$ cat src/rtl/uart_rx.sv
// UART receiver: oversampled start-bit detection, LSB-first data, stop check.
// Optional parity checking is enabled with the RX_PARITY_EN macro.
module uart_rx #(
  parameter int DBIT    = 8,
  parameter int OVS     = 16,
  parameter int SB_TICK = 16
) (
  input  logic            clk,
  input  logic            rst_n,
  input  logic            tick,
  input  logic            rx,
  output logic [DBIT-1:0] dout,
  output logic            rx_done_tick,
  output logic            frame_err
`ifdef RX_PARITY_EN
  ,
  output logic            parity_err
`endif
);

  localparam int TMAX = (OVS > SB_TICK) ? OVS : SB_TICK;
  localparam int TW   = $clog2(TMAX);
  localparam int BW   = $clog2(DBIT);

  localparam logic [TW-1:0] T_HALF = TW'(OVS / 2 - 1);
  localparam logic [TW-1:0] T_BIT  = TW'(OVS - 1);
  localparam logic [TW-1:0] T_STOP = TW'(SB_TICK - 1);
  localparam logic [BW-1:0] B_LAST = BW'(DBIT - 1);

`ifdef RX_PARITY_EN
  typedef enum logic [2:0] {IDLE, START, DATA, PARITY, STOP, BRK} state_t;
`else
  typedef enum logic [2:0] {IDLE, START, DATA, STOP, BRK} state_t;
`endif

  state_t            state_q, state_d;
  logic              rx_meta_q, rx_s_q;
  logic [TW-1:0]     tick_cnt_q, tick_cnt_d;
  logic [BW-1:0]     bit_cnt_q, bit_cnt_d;
  logic [DBIT-1:0]   shreg_q, shreg_d;
  logic [DBIT-1:0]   dout_q, dout_d;
  logic              done_q, done_d;
  logic              frame_err_q, frame_err_d;
`ifdef RX_PARITY_EN
  logic              parity_bit_q, parity_bit_d;
  logic              parity_err_q, parity_err_d;
`endif

  always_ff @(posedge clk) begin
    if (!rst_n) begin
      rx_meta_q   <= 1'b1;
      rx_s_q      <= 1'b1;
      state_q     <= IDLE;
      tick_cnt_q  <= '0;
      bit_cnt_q   <= '0;
      shreg_q     <= '0;
      dout_q      <= '0;
      done_q      <= 1'b0;
      frame_err_q <= 1'b0;
`ifdef RX_PARITY_EN
      parity_bit_q <= 1'b0;
      parity_err_q <= 1'b0;
`endif
    end else begin
      rx_meta_q   <= rx;
      rx_s_q      <= rx_meta_q;
      state_q     <= state_d;
      tick_cnt_q  <= tick_cnt_d;
      bit_cnt_q   <= bit_cnt_d;
      shreg_q     <= shreg_d;
      dout_q      <= dout_d;
      done_q      <= done_d;
      frame_err_q <= frame_err_d;
`ifdef RX_PARITY_EN
      parity_bit_q <= parity_bit_d;
      parity_err_q <= parity_err_d;
`endif
    end
  end

  always_comb begin
    state_d     = state_q;
    tick_cnt_d  = tick_cnt_q;
    bit_cnt_d   = bit_cnt_q;
    shreg_d     = shreg_q;
    dout_d      = dout_q;
    done_d      = 1'b0;
    frame_err_d = frame_err_q;
`ifdef RX_PARITY_EN
    parity_bit_d = parity_bit_q;
    parity_err_d = parity_err_q;
`endif
    case (state_q)
      // Start detection is tick-independent so the first low sample is never missed.
      IDLE: if (!rx_s_q) begin
        tick_cnt_d = '0;
        state_d    = START;
      end
      START: if (tick) begin
        if (tick_cnt_q == T_HALF) begin
          if (!rx_s_q) begin
            tick_cnt_d = '0;
            bit_cnt_d  = '0;
            state_d    = DATA;
          end else begin
            state_d = IDLE;
          end
        end else begin
          tick_cnt_d = tick_cnt_q + TW'(1);
        end
      end
      DATA: if (tick) begin
        if (tick_cnt_q == T_BIT) begin
          tick_cnt_d = '0;
          shreg_d    = {rx_s_q, shreg_q[DBIT-1:1]};
          if (bit_cnt_q == B_LAST) begin
`ifdef RX_PARITY_EN
            state_d = PARITY;
`else
            state_d = STOP;
`endif
          end else begin
            bit_cnt_d = bit_cnt_q + BW'(1);
          end
        end else begin
          tick_cnt_d = tick_cnt_q + TW'(1);
        end
      end
`ifdef RX_PARITY_EN
      PARITY: if (tick) begin
        if (tick_cnt_q == T_BIT) begin
          tick_cnt_d   = '0;
          parity_bit_d = rx_s_q;
          state_d      = STOP;
        end else begin
          tick_cnt_d = tick_cnt_q + TW'(1);
        end
      end
`endif
      STOP: if (tick) begin
        if (tick_cnt_q == T_STOP) begin
          done_d      = 1'b1;
          dout_d      = shreg_q;
          frame_err_d = !rx_s_q;
`ifdef RX_PARITY_EN
          parity_err_d = (^shreg_q) ^ parity_bit_q;
`endif
          // A low stop bit parks in BRK so a held-low line cannot retrigger.
          state_d = rx_s_q ? IDLE : BRK;
        end else begin
          tick_cnt_d = tick_cnt_q + TW'(1);
        end
      end
      BRK: if (tick && rx_s_q) state_d = IDLE;
      default: state_d = IDLE;
    endcase
  end

  assign dout         = dout_q;
  assign rx_done_tick = done_q;
  assign frame_err    = frame_err_q;
`ifdef RX_PARITY_EN
  assign parity_err   = parity_err_q;
`endif

endmodule

$ cat config.mk
export PLATFORM = sky130hd
export DESIGN_NAME = uart_rx
export DESIGN_NICKNAME = d
export VERILOG_FILES = /design/src/rtl/uart_rx.sv
export SDC_FILE = /design/constraint.sdc
export NUM_CORES = 1
export LEC_CHECK = 0
export CORE_UTILIZATION = 59
export DETAILED_ROUTE_END_ITERATION = 10
export MAX_ROUTING_LAYER = met4
export PLACE_DENSITY = 0.82
export SKIP_LAST_GASP = 1
export SYNTH_ARGS = -nofsm -noshare
export SYNTH_HDL_FRONTEND = slang
export SYNTH_SLANG_ARGS = --single-unit
$ cat constraint.sdc
create_clock -name clk -period 3.54 [get_ports clk]
set_input_delay 0.708 -clock clk [delete_from_list [all_inputs] [get_ports clk]]
set_output_delay 0.708 -clock clk [all_outputs]
set_load 0.02 [all_outputs]
# Yosys cells after proc, flatten, opt, wreduce, memory -nomap -nowiden
# Index checks and enable logic that the tools add are counted.
# op_classes
add_sub_neg,2
n_eq_ne,19
n_mux,28
reduce_logical,11
# ops
op,n
$mux W3,16
$mux W4,7
$ne A2 B2 Y1 const B,12
$pmux W4 S4,1
$pmux W3 S5,1
$reduce_and A3 Y1,3
$reduce_and A9 Y1,1
$reduce_and A7 Y1,1
$eq A3 B2 Y1 const B,2
$eq A3 B3 Y1 const B,2
$pmux W3 S2,1
$reduce_and A5 Y1,1
$add A4 B1 Y4 const B,1
$eq A4 B3 Y1 const B,1
$eq A4 B4 Y1 const B,1
$reduce_bool A4 Y1,1
$add A3 B1 Y3 const B,1
$eq A3 B1 Y1 const B,1
$logic_not A3 Y1,1
$mux W2,1
$reduce_bool A2 Y1,1
$logic_and A1 B1 Y1,1
$logic_not A1 Y1,1
$mux W1,1
# totals
register_bits,30
inputBits,4
output_inout_bits,10
elab_cells,69

# Depth between registers and ports, before layout
# logic_depth
depth_word,5
mapped_depth,6
depth_no_buf,6

# Worst setup path before layout
# Ideal clock, no wire load.
# synth_path
path_type,input port to flip-flop
from,input tick
to,register tick_cnt_q[2]
setup_ps,130
arrival_time_ps,1560
t_required_ps,3410
setup_slack_ps,1849
cell_stages,4
path_buffers,0
path_cell_list,o21ba_1 -> a311o_1 -> o311ai_1 -> o31ai_1
# synth_via
elab_chain_len,2
word_cells_on_any_way,4
cone_classes,3 x eq/ne; 1 x reduce/logical
# synth_rtl
element,line,rtl
from (decl),10,"input logic tick,"
$ne A2 B2 Y1 (no line),--,
$reduce_and A5 Y1 (no line) *,--,
to (signal assigned),68,tick_cnt_q <= tick_cnt_d;
to (decl),38,"logic [TW-1:0] tick_cnt_q, tick_cnt_d;"
# Mark *: on every way between the ends. The rest lies on a longest branch, timed or not.
# A chain may end at the register's enable or synchronous reset.

# Worst setup path after layout
# Ends and elaborated chain as after synthesis.

==> impl_metrics.yaml <==
status:
  status: "finished, final reports clean"
clock_tree:
  clock_latency_ns: 0.33
  cts_tree: "done"
  clk_path_buf_depth: 2
  cts_buffers: 5
  cts_num_sinks: 30
  path_clk_slew_ns: 0.09
  cts-hold-fix-buffers: 0
  htreeDepth: 2
  root_buffer: "clkbuf_4"
  post_cts_buffers: 0
  cts_resized: 0
flow_run:
  cap_violations: 0
synth:
  yosysWarnings: 0
  synth_seq_cells: 30
  ys_async_sr_fraction: 0
  syn-cell-area_um2: 1440
  synthCells: 143
  synth_edf_count: 0
  yosysUniqueCellTypes: 37
  syn_area_per_cell_um2: 10.07
  ys_dominant_reg_cell: "dfxtp_1"
  syn_nets: 150
  synth_seq_area_share: 0.4170
floorplanning:
  initial_utilization: 0.6387
  core_area_um2: 2255
  fp.dieH_um: 51.41
  fp.dieArea_um2: 2642
  die_w_um: 51.41
  ioPinCount: 14
  rows: 17
pwr:
  p_per_area_nw_per_um2: 479.8
  ir_drop_mv: 0.4309
  combPwrFrac: 0.172
  intPower_mw: 0.5753
  p_total_mw: 0.7984
  switching_share: 0.2794
  seq_power_share: 0.478
  clkPwrFrac: 0.350
  p_switching_mw: 0.2231
  p_leak_nw: 0.6155
setup_path:
  crit_chain: "clkdlybuf4s50_1, o21ba_1, a311o_1, o311ai_1, o31ai_1"
  start_kind: "primary input"
  crit_arrival_ns: 2.34
  worstSetupPathType: "primary input to flip-flop"
  critPathMaxStageDelay_ns: 0.58
  cp_slowest_cell: "clkdlybuf4s50_1"
  cp_max_fo: 5
  cp-end-kind: "flip-flop"
  cp.required_ns: 3.75
routing:
  drt_wl_total_mm: 2.817
  via_count: 1096
  avgViaCountPerCell: 5.924
  antenna_left: 0
  drc_errors: 0
  drt_pre_antenna_iters: 4
  drt_iter0_markers: 12
  wl_per_cell_um: 15.23
layout:
  area_delta_synth_final_pct: 15.55
  fin_util: 0.7381
  diodes: 0
  nets: 164
  nFillCells: 171
  instances_no_fill: 185
  drive_gt1_frac: 0.1083
placed_design:
  dp.cells: 178
  gp_congestion: 0.8308
  io_buffers: 13
  dp_hpwl_mm: 1.845
sta:
  fin_skew_ns: 0.01288
  relSlewSlack: 0.6463
  finalCritPeriodShare: 0.6028
  hold_violations: 0
  tns_ns: 0
  post-route-min-period_ns: 2.134
  rsz0062_at_grt: "no"
  fmax_mhz: 468.7
  max_slew.worst_pin.slew_ns: 0.5298
  whs_ns: 0.4196
  slew_violations: 0
  setup_viol: 0
grt:
  antenna_found_initial: 0
  grt_pass1_wl_mm: 4.671
  grt-ovfl-total: 0
  grt_pass1_vias: 987
  track_usage: 0.2530
  grt_start_max_net_pins: 38
hold_path:
  hold_path.class: "flip-flop to flip-flop"
[area by class of cell]
class                   instances  area (um2)  area share
flip-flops and latches         30       600.6      0.3609
clock buffers                   6       51.30     0.03083
clock inverters                 1       30.03     0.01805
multi-input cells             106       809.5      0.4865
repair buffers                 14       137.6     0.08271
well taps                      28       35.03     0.02105
[power groups by stage]
stage,clock (mW),sequential [mW],combinational [mW]
6_report,0.280,0.381,0.137
4_1_cts,0.286,0.380,0.136
3_5_place_dp,0,0.387,0.135
3_3_place_gp,0,0.385,0.125
5_1_grt,0.299,0.384,0.149
2_1_floorplan,0,0.369,0.122
[metrics by stage]
stage	cell area [um2]	worst slack (ns)
CTS	1664	1.405
detailed placement	1583	1.098
global route	1664	1.274
floorplan	1440	1.849
finish	1664	1.406
global placement	1583	1.209
[synth_stat cells (2+ instances only)]
cell      number  area [um2]
o311ai_1       2       17.52
o22ai_1        2       12.51
nand2_1       12       45.04
dfxtp_1       30       600.6
a31oi_1        2       12.51
nor2b_1       16       100.1
nand2b_1       3       18.77
ha_1           3       37.54
o21ai_0        3       15.01
nor3b_1        2       15.01
nand3_1        4       20.02
a21oi_1        3       15.01
clkbuf_1       4       15.01
and2_1         2       12.51
nor2_1         4       15.01
a21boi_1       2       15.01
nand3b_1       5       37.54
buf_2          3       15.01
mux2i_1       23       230.2
[flip-flops by register name, indices dropped and copies added (netlist names), 3 cells and up]
register    flops
tick_cnt_q      4
shreg_q         8
state_q         3
bit_cnt_q       3
dout            8
[final timing paths]
check	startpoint	endpoint	slack, ns	cells past startpoint
hold reg to reg	rx_meta_q	rx_s_q	0.42	1
setup reg to reg	tick_cnt_q[0]	tick_cnt_q[2]	1.70	5
setup / recovery	tick	tick_cnt_q[2]	1.41	5
hold / removal	rx_meta_q	rx_s_q	0.42	1
[placed cells by master, fill, tap and decap left out, types with 2 or more instances in the layout]
| cell | n |
|---|---|
| a21boi_1 | 2 |
| a21oi_1 | 3 |
| a31oi_1 | 2 |
| and2_1 | 2 |
| clkbuf_4 | 5 |
| clkdlybuf4s50_1 | 13 |
| dfxtp_1 | 30 |
| ha_1 | 3 |
| mux2i_1 | 23 |
| nand2_1 | 12 |
| nand2b_1 | 3 |
| nand3_1 | 4 |
| nand3b_1 | 5 |
| nor2_1 | 4 |
| nor2b_1 | 16 |
| nor3b_1 | 2 |
| o21ai_0 | 3 |
| o22ai_1 | 2 |
| o311ai_1 | 2 |
[kinds of logic (layout without fill, tap and decap cells)]
| logic type | count (synthesis) | after routing | share of synthesized area |
|---|---|---|---|
| xor gates and xnor gates | 1 | 1 | 0.006083 |
| and+or+nand+nor | 56 | 56 | 0.2485 |
| adders and majority gates | 3 | 3 | 0.02607 |
| muxes | 23 | 23 | 0.1599 |
| DFF | 30 | 30 | 0.4170 |
| AOI/OAI and AO/OA | 23 | 23 | 0.1216 |
| buffers and inverters | 7 | 21 | 0.02085 |
[critical path, delay by kind of cell]
kind,cells,cell delay [ns]
compound gates,4,1.05
buf+inv,1,0.58
[routing by layer]
| metal | up-vias | track usage | wire, um |
|---|---|---|---|
| met5 | - | - | 0 |
| li1 | 539 | - | - |
| met1 | 518 | 0.3284 | 1334 |
| met4 | 0 | 0.09459 | 45 |
| met3 | 5 | 0.07143 | 139 |
| met2 | 34 | 0.3723 | 1297 |
Power figures use the tool's default switching activity.
